<file path="config.mk">
export PLATFORM = sky130hd
export DESIGN_NAME = seq_stream_ctrl
export DESIGN_NICKNAME = d
export VERILOG_FILES = /design/src/rtl/seq_stream_ctrl.sv
export SDC_FILE = /design/constraint.sdc
export NUM_CORES = 1
export LEC_CHECK = 0
export BUFFER_PORTS_ARGS = -buffer_cell sky130_fd_sc_hd__buf_2
export CAP_MARGIN = 20
export CORE_AREA = 2 2 101 103
export DETAILED_ROUTE_END_ITERATION = 10
export DIE_AREA = 0 0 103 105
export HOLD_SLACK_MARGIN = 0.08
export PLACE_DENSITY = 0.75
export SLEW_MARGIN = 15
export SYNTH_ARGS = -nofsm -noshare
export SYNTH_HDL_FRONTEND = slang
export SYNTH_SLANG_ARGS = --single-unit
</file>
<file path="constraint.sdc">
create_clock -name clk_i -period 2.3 [get_ports clk_i]
set_input_delay 0.46 -clock clk_i [delete_from_list [all_inputs] [get_ports clk_i]]
set_output_delay 0.46 -clock clk_i [all_outputs]
set_load 0.02 [all_outputs]
</file>
<file path="src/rtl/seq_stream_ctrl.sv">
// -----------------------------------------------------------------------------
// seq_stream_ctrl
//
// Stream controller for a bit-serial "1011" sequence detector. A stream of
// num_words_i parallel words is accepted over a valid/ready port and shifted
// MSB-first onto det_bit_o, one bit per clock, with no gaps between words.
// The controller owns the detector's synchronous active-high reset. It counts
// detector matches, records the stream bit index of the first match, and flags
// input underrun.
//
// Handshake: a word transfers on a rising clk edge where word_valid_i and
// word_ready_o are both high. word_ready_o depends only on registered state,
// never on word_valid_i, and the source must hold word_data_i stable while
// word_valid_i is high.
//
// Optional feature: define SEQ_STREAM_CTRL_ABORT_EN to add the abort_i input,
// which ends an active stream early (done pulses, underrun stays 0, counters
// keep their partial values, buffered words are dropped).
//
// Ports:
//   clk_i             clock, all logic on the rising edge
//   rst_ni            asynchronous active-low reset
//   start_i           start pulse, honoured only in IDLE
//   num_words_i       words in the stream, sampled on an accepted start
//   word_valid_i      source has a word
//   word_data_i       word, MSB shifted first
//   word_ready_o      controller accepts word_data_i this cycle
//   det_bit_o         to detector inp_bit (registered)
//   det_reset_o       to detector reset (sync, active-high)
//   det_seen_i        from detector seq_seen (one cycle behind its input)
//   abort_i           (SEQ_STREAM_CTRL_ABORT_EN only) end the stream early
//   busy_o            high in every state other than IDLE
//   done_o            one-cycle pulse at stream end
//   underrun_o        last stream ended by underrun
//   match_count_o     matches in current/last stream, saturating
//   match_found_o     at least one match in current/last stream
//   first_match_bit_o 0-based stream bit index completing the first match
//   dbg_state_o       FSM state register, for observation only
// -----------------------------------------------------------------------------
module seq_stream_ctrl #(
    parameter int WORD_W = 8,
    parameter int LEN_W  = 8,
    parameter int CNT_W  = 16,
    parameter int IDX_W  = LEN_W + $clog2(WORD_W)
) (
    input  logic              clk_i,
    input  logic              rst_ni,
    input  logic              start_i,
    input  logic [LEN_W-1:0]  num_words_i,
    input  logic              word_valid_i,
    input  logic [WORD_W-1:0] word_data_i,
    output logic              word_ready_o,
    output logic              det_bit_o,
    output logic              det_reset_o,
    input  logic              det_seen_i,
`ifdef SEQ_STREAM_CTRL_ABORT_EN
    input  logic              abort_i,
`endif
    output logic              busy_o,
    output logic              done_o,
    output logic              underrun_o,
    output logic [CNT_W-1:0]  match_count_o,
    output logic              match_found_o,
    output logic [IDX_W-1:0]  first_match_bit_o,
    output logic [2:0]        dbg_state_o
);

    localparam int BCW = (WORD_W > 1) ? $clog2(WORD_W) : 1;
    localparam logic [BCW-1:0]   LAST_BIT = BCW'(WORD_W - 1);
    localparam logic [CNT_W-1:0] CNT_MAX  = {CNT_W{1'b1}};

    typedef enum logic [2:0] {
        S_IDLE  = 3'd0,
        S_LOAD  = 3'd1,
        S_SHIFT = 3'd2,
        S_DRAIN = 3'd3,
        S_FIN   = 3'd4
    } state_e;

    state_e            state_q, state_d;
    logic [WORD_W-1:0] shreg_q, shreg_d;
    logic [BCW-1:0]    bit_cnt_q, bit_cnt_d;   // bit position inside current word
    logic [IDX_W-1:0]  idx_q, idx_d;           // bits shifted so far in the stream
    logic [LEN_W-1:0]  len_q, len_d;           // latched num_words
    logic [LEN_W-1:0]  acc_q, acc_d;           // words accepted so far
    logic [WORD_W-1:0] buf_q, buf_d;           // one-word holding buffer
    logic              buf_full_q, buf_full_d;
    logic              underrun_q, underrun_d;
    logic [CNT_W-1:0]  cnt_q, cnt_d;
    logic              found_q, found_d;
    logic [IDX_W-1:0]  first_q, first_d;

    logic              word_ready;
    logic              hs;
    logic              last_bit;

    // -------------------------------------------------------------------------
    // State register
    // -------------------------------------------------------------------------
    always_ff @(posedge clk_i or negedge rst_ni) begin
        if (!rst_ni) begin
            state_q    <= S_IDLE;
            shreg_q    <= '0;
            bit_cnt_q  <= '0;
            idx_q      <= '0;
            len_q      <= '0;
            acc_q      <= '0;
            buf_q      <= '0;
            buf_full_q <= 1'b0;
            underrun_q <= 1'b0;
            cnt_q      <= '0;
            found_q    <= 1'b0;
            first_q    <= '0;
        end else begin
            state_q    <= state_d;
            shreg_q    <= shreg_d;
            bit_cnt_q  <= bit_cnt_d;
            idx_q      <= idx_d;
            len_q      <= len_d;
            acc_q      <= acc_d;
            buf_q      <= buf_d;
            buf_full_q <= buf_full_d;
            underrun_q <= underrun_d;
            cnt_q      <= cnt_d;
            found_q    <= found_d;
            first_q    <= first_d;
        end
    end

    // -------------------------------------------------------------------------
    // Next-state and handshake logic
    // -------------------------------------------------------------------------
    always_comb begin
        state_d    = state_q;
        shreg_d    = shreg_q;
        bit_cnt_d  = bit_cnt_q;
        idx_d      = idx_q;
        len_d      = len_q;
        acc_d      = acc_q;
        buf_d      = buf_q;
        buf_full_d = buf_full_q;
        underrun_d = underrun_q;
        cnt_d      = cnt_q;
        found_d    = found_q;
        first_d    = first_q;
        word_ready = 1'b0;

        last_bit = (bit_cnt_q == LAST_BIT);

        // Ready never depends on valid; it is decided first so the handshake
        // term below is a plain AND.
        case (state_q)
            S_LOAD:  word_ready = 1'b1;
            S_SHIFT: word_ready = !buf_full_q && (acc_q < len_q);
            default: word_ready = 1'b0;
        endcase
`ifdef SEQ_STREAM_CTRL_ABORT_EN
        // Refuse words during an abort so nothing is taken only to be dropped.
        if (abort_i) begin
            word_ready = 1'b0;
        end
`endif
        hs = word_valid_i && word_ready;

        case (state_q)
            S_IDLE: begin
                if (start_i) begin
                    cnt_d      = '0;
                    found_d    = 1'b0;
                    first_d    = '0;
                    underrun_d = 1'b0;
                    len_d      = num_words_i;
                    idx_d      = '0;
                    acc_d      = '0;
                    bit_cnt_d  = '0;
                    buf_full_d = 1'b0;
                    state_d    = (num_words_i != '0) ? S_LOAD : S_FIN;
                end
            end

            S_LOAD: begin
                // The detector is still in reset here, so waiting costs no bits.
                if (hs) begin
                    shreg_d   = word_data_i;
                    acc_d     = acc_q + LEN_W'(1);
                    bit_cnt_d = '0;
                    state_d   = S_SHIFT;
                end
            end

            S_SHIFT: begin
                shreg_d   = shreg_q << 1;
                idx_d     = idx_q + IDX_W'(1);
                bit_cnt_d = bit_cnt_q + BCW'(1);
                if (last_bit) begin
                    bit_cnt_d = '0;
                    if ((acc_q == len_q) && !buf_full_q) begin
                        // The word just finished was the last one.
                        state_d = S_DRAIN;
                    end else if (buf_full_q) begin
                        shreg_d    = buf_q;
                        buf_full_d = 1'b0;
                    end else if (hs) begin
                        // Bypass: the word arriving now goes straight into
                        // the shifter so the next bit follows without a gap.
                        shreg_d = word_data_i;
                        acc_d   = acc_q + LEN_W'(1);
                    end else begin
                        underrun_d = 1'b1;
                        state_d    = S_FIN;
                    end
                end else if (hs) begin
                    buf_d      = word_data_i;
                    buf_full_d = 1'b1;
                    acc_d      = acc_q + LEN_W'(1);
                end
            end

            S_DRAIN: begin
                // One extra cycle to catch the detector's response to the
                // final bit, which arrives a cycle after that bit.
                state_d = S_FIN;
            end

            S_FIN: begin
                buf_full_d = 1'b0;
                shreg_d    = '0;
                state_d    = S_IDLE;
            end

            default: begin
                state_d = S_IDLE;
            end
        endcase

        // det_seen_i reports the bit presented one cycle earlier, so the bit
        // that completed the match is idx_q - 1.
        if (((state_q == S_SHIFT) || (state_q == S_DRAIN)) && det_seen_i) begin
            if (cnt_q != CNT_MAX) begin
                cnt_d = cnt_q + CNT_W'(1);
            end
            if (!found_q) begin
                found_d = 1'b1;
                first_d = idx_q - IDX_W'(1);
            end
        end

`ifdef SEQ_STREAM_CTRL_ABORT_EN
        if (abort_i && ((state_q == S_LOAD) || (state_q == S_SHIFT) ||
                        (state_q == S_DRAIN))) begin
            state_d    = S_FIN;
            underrun_d = 1'b0;
            buf_full_d = 1'b0;
        end
`endif
    end

    // -------------------------------------------------------------------------
    // Outputs, all decoded from registers
    // -------------------------------------------------------------------------
    assign word_ready_o      = word_ready;
    assign det_bit_o         = shreg_q[WORD_W-1];
    assign det_reset_o       = (state_q == S_IDLE) || (state_q == S_LOAD) ||
                               (state_q == S_FIN);
    assign busy_o            = (state_q != S_IDLE);
    assign done_o            = (state_q == S_FIN);
    assign underrun_o        = underrun_q;
    assign match_count_o     = cnt_q;
    assign match_found_o     = found_q;
    assign first_match_bit_o = first_q;
    assign dbg_state_o       = state_q;

endmodule

</file>
Word level (Yosys, flattened, before mapping) --
Cells that the tools add are included.
Operators by class: add/sub/neg operators 5, magnitude comparators 1, equality and inequality tests 18, muxes and demuxes 49, bitwise operators 1, reduce and logical (&&, ||, !) cells 24
Operator list (number):
- $mux 8 | 10
- $mux 16 | 4
- $mux 11 | 5
- $pmux 8 s3 | 2
- $mux 3 | 10
- $pmux 11 s2 | 1
- $add 16x1->16 const B | 1
- $ne 16x16->1 const B | 1
- $ne 3x3->1 const B | 5
- $mux 1 | 12
- $ne 2x2->1 const B | 6
- $pmux 3 s4 | 1
- $reduce_bool 3->1 | 4
- $add 11x1->11 const B | 1
- $sub 11x1->11 const B | 1
- $pmux 3 s3 | 1
- $add 8x1->8 const B | 1
- $eq 8x8->1 | 1
- $lt 8x8->1 | 1
- $reduce_and 4->1 | 2
- $reduce_bool 8->1 | 1
- $eq 3x2->1 const B | 2
- $eq 3x3->1 const B | 2
- $reduce_and 2->1 | 3
- other kinds (13) | 20
Word-level totals: flip-flop bits (word level) 79, output and inout bits 37, logic and storage cells 110

Depth between registers and ports, before layout --
depth after elaboration 9, gate-level depth with buffers 9, gate-level depth less buffers 8

Worst setup path before layout --
Ideal clock, no wire load.
path type register -> register, start register acc_q[5], end register buf_q[0], setup time 0.128 ns, data arrival time 2.159 ns, required time 2.172 ns, path slack 0.014 ns, cell stages (with the launch flop) 9, period minus slack after synthesis 2.286 ns, cell sequence dfrtp_1 ha_1 a21o_1 nand3_1 a41oi_1 nor2_1 and3_1 buf_2 mux2_1
Between the ends: word-level cells in the longest chain between the ends 5
RTL lines:
- start, declared | line 85 | logic [LEN_W-1:0] acc_q, acc_d;
- start signal, assigned | line 107 | acc_q <= '0;
- start signal, assigned | line 120 | acc_q <= acc_d;
- $lt 8x8->1 | line 154 | S_SHIFT: word_ready = !buf_full_q && (acc_q < len_q);
- $logic_and 1x1->1 | line 154
- $pmux 1 s2 | line 152 | case (state_q)
- via word_ready_o | line 52 | output logic word_ready_o,
- $logic_and 1x1->1 | line 163 | hs = word_valid_i && word_ready;
- $reduce_and 3->1 (no line)
- end signal, assigned | line 121 | buf_q <= buf_d;
- end, declared | line 86 | logic [WORD_W-1:0] buf_q, buf_d;
The timed path passes the listed nets, and every way through them passes these cells. A chain may end at the register's enable or synchronous reset.

Worst setup path after layout --
start register acc_q[5], end output word_ready_o
Between the ends: word-level cells in the longest chain between the ends 3
RTL lines (line):
- $lt 8x8->1 | 154
- $logic_and 1x1->1 | 154
- $pmux 1 s2 | 152
- end, declared | 52
Every way passes these cells.

==> results.toml <==
[pwr]
p_per_area_nw_per_um2 = 1210
leakagePower_nw = 2.46
p_sw_mw = 2.64
clockPowerShare_pct = 19.0
p_sw_share_pct = 42.6
internal_power_mw = 3.56
comb_power_share_pct = 47.3
peakVddDrop_mv = 0.759
power_frac_seq_pct = 33.7

[floorplanning]
coreArea_sq_um = 9640
initial_core_util_pct = 44.3
die_h_microns = 105
pin_count = 58
die_w_microns = 103
die_area_sq_um = 10800
rows = 36

[setup_path]
critPathLaunchType = "flip-flop"
crit_path_cell_trace = "ha_1 > a21o_1 > nand3_1 > a41oi_2 > nor2_2 > buf_6"
r2r_slack_ns = 0.04
cp_num_buf_inv = 1
path_max_fanout = 4
cp_top_family = "flip-flops"
critPathKind = "reg -> out"
cp_slowest_cell = "dfrtp_1"
r2r_cells = 8
rr_startpoint = "acc_q[1]$_DFFE_PN0P_"
cp-end-kind = "output port"
r2r_end = "shreg_q[6]$_DFFE_PN0P_"
cpPeakStageDelay_ns = 0.43
required_ns = 1.84
critPathArrivalTime_ns = 1.82

[clock_tree]
cts_hold_buf = 0
clock-sinks = 79
tritoncts = "done"
clockBufferDepth = 2
cts-htree-levels = 3
insertion_delay_ns = 0.36
clkTransAtPathRegs_ns = 0.09
numCtsBuffers = 9
root_buffer = "clkbuf_8"

[sta]
tns_ns = 0
timing.fmax_ghz = 0.438
hold_violations = 0
period_share_pct = 99.3
fin_ws_ns = 0.0162
slew_violations = 0
worst_pin_slew_ns = 0.638
skew_ns = 0.00992
relSlewSlack_pct = 57.3
rsz0062_at_grt = "yes"
period_minus_slack_ns = 2.28
finalSetupViolCount = 0

[place]
dp_cells = 668
preCtsSetupSlack_ns = 0.0383
place_area_sq_um = 4820
gp_congestion = 0.910
dpl.hpwl_microns = 7580
portBuffers = 57

[synth]
async_flop_share_pct = 100
synth-seq-cells = 79
synth_cell_type_count = 50
avgSynthCellArea_sq_um = 8.96
synthCells = 477
ys_warn_count = 0
synth_fp_nets = 512
netlist_area_sq_um = 4270
ys_dominant_reg_cell = "dfrtp_1"
seq_area_frac_synth_pct = 46.3
synth-edff-count = 0

[final_layout]
multi_input_comb_area_sq_um = 2180
syn_to_final_growth_pct = 20.2
ff_latch_area_sq_um = 1980
layout_commonest_cell = "dfrtp_1"
drive_gt1_share_pct = 20.5
utilization_pct = 53.3
num-fill-cells = 894
final_cell_area_sq_um = 5140
antenna_cells = 0
layout_common_cells = "dfrtp_1, nand2_1, buf_2"
fin_cells = 690
final_nets = 587

[grt]
grt-ovfl-total = 0
antenna_found_initial = 0
grt_max_degree = 43
grt_pass1_wl_microns = 17600
grt.total_usage_pct = 20.4
grt_pass1_vias = 3714

[route]
route.vias.total = 3867
wirelength_microns = 10800
drt-initial-drc-count = 184
firstDrtPassIters = 4
ant_nets = 0
viasPerCell = 5.60
drc = 0
wl_per_cell_microns = 15.6

[min_path]
min_path_type = "in -> async"

[run]
drv_cap = 0

[outcome]
status = "finished clean"
[cells in the mapped netlist, drive strengths merged (6+ instances only)]
master / instances / share of area [%]
dfrtp: 79 / 46
nand2: 66 / 5.8
nor2: 51 / 4.5
o21ai: 49 / 5.7
a21oi: 22 / 2.6
inv: 20 / 1.8
nand3: 19 / 2.2
ha: 14 / 4.1
clkbuf: 11 / 0.97
a31oi: 10 / 1.5
buf: 10 / 1.1
mux2: 9 / 2.4
nand2b: 9 / 1.3
and3: 8 / 1.2
xor2: 8 / 1.6
nand4: 7 / 1.0
xnor2: 7 / 1.4
o31ai: 6 / 1.1
[layer usage]
| layer | vias to the layer above | global-route usage, % | part of all wire, % |
|---|---|---|---|
| met2 | 145 | 31.1 | 47 |
| met5 | - | 0 | 0 |
| met3 | 18 | 3.55 | 5.6 |
| li1 | 1862 | - | - |
| met1 | 1842 | 28.1 | 46 |
| met4 | 0 | 8.83 | 2.1 |
[power by group through the flow]
stage / logic (mW) / clock network [mW] / registers [mW]
after floorplan: 1.79 / 0 / 2.17
after global placement: 2.72 / 0 / 2.08
after detailed placement: 2.81 / 0 / 2.10
after CTS: 2.84 / 1.19 / 2.08
after global routing: 3.25 / 1.24 / 2.15
final: 2.93 / 1.18 / 2.09
[sequential cells by signal, indices dropped and copies added, names as in the netlist]
register and cells:
acc_q 8, bit_cnt_q 3, buf_full_q 1, buf_q 8, dbg_state_o 3, first_match_bit_o 11
idx_q 11, len_q 8, match_count_o 16, match_found_o 1, shreg_q 8, underrun_o 1
[per-stage QoR]
step	hold WS, ns	total power [mW]
after global placement	0.458	4.81
after global routing	0.108	6.64
after CTS	0.0873	6.10
after floorplan	0.164	3.96
final	0.0690	6.20
after detailed placement	0.468	4.91
[repair_timing]
action / 4_1_cts / 5_1_grt
buffers inserted: 1 / 5
resized for setup: 2 / 10
setup endpoints to repair: 2 / 13
pin swaps: 1 / 6
[worst max path at each step]
stage                               from                     end  slack [ns]  cells past startpoint
floorplan           acc_q[5]$_DFFE_PN0P_    buf_q[0]$_DFFE_PN0P_        0.01                      8
global placement    acc_q[5]$_DFFE_PN0P_    buf_q[3]$_DFFE_PN0P_        0.14                      7
detailed placement  acc_q[5]$_DFFE_PN0P_    acc_q[6]$_DFFE_PN0P_        0.04                      8
CTS                 acc_q[5]$_DFFE_PN0P_            word_ready_o       0.005                      6
global route        acc_q[1]$_DFFE_PN0P_  shreg_q[7]$_DFFE_PN0P_       -0.07                      8
finish              acc_q[5]$_DFFE_PN0P_            word_ready_o        0.02                      6
[layout make-up]
cell class              count  share of cell area [%]
flip-flops and latches     79                    38.5
repair buffers             85                    10.1
inverters                  20                    1.46
multi-input cells         357                    42.4
well taps                 133                    3.24
clock buffers              10                    2.68
clock inverters             6                    1.63
[kinds of logic (layout without fill, tap and decap cells)]
kind of cell	after synthesis	after routing	share of synthesized area, %
AND/OR/NAND/NOR	192	192	21.4
AO/OA/AOI/OAI	124	124	18.2
flip-flops	79	79	46.3
buffers and inverters	41	121	3.86
XOR/XNOR	15	15	3.07
adder cells (fa/ha/maj)	14	14	4.10
multiplexers	12	12	3.07
(Power assumes the default switching activity.)
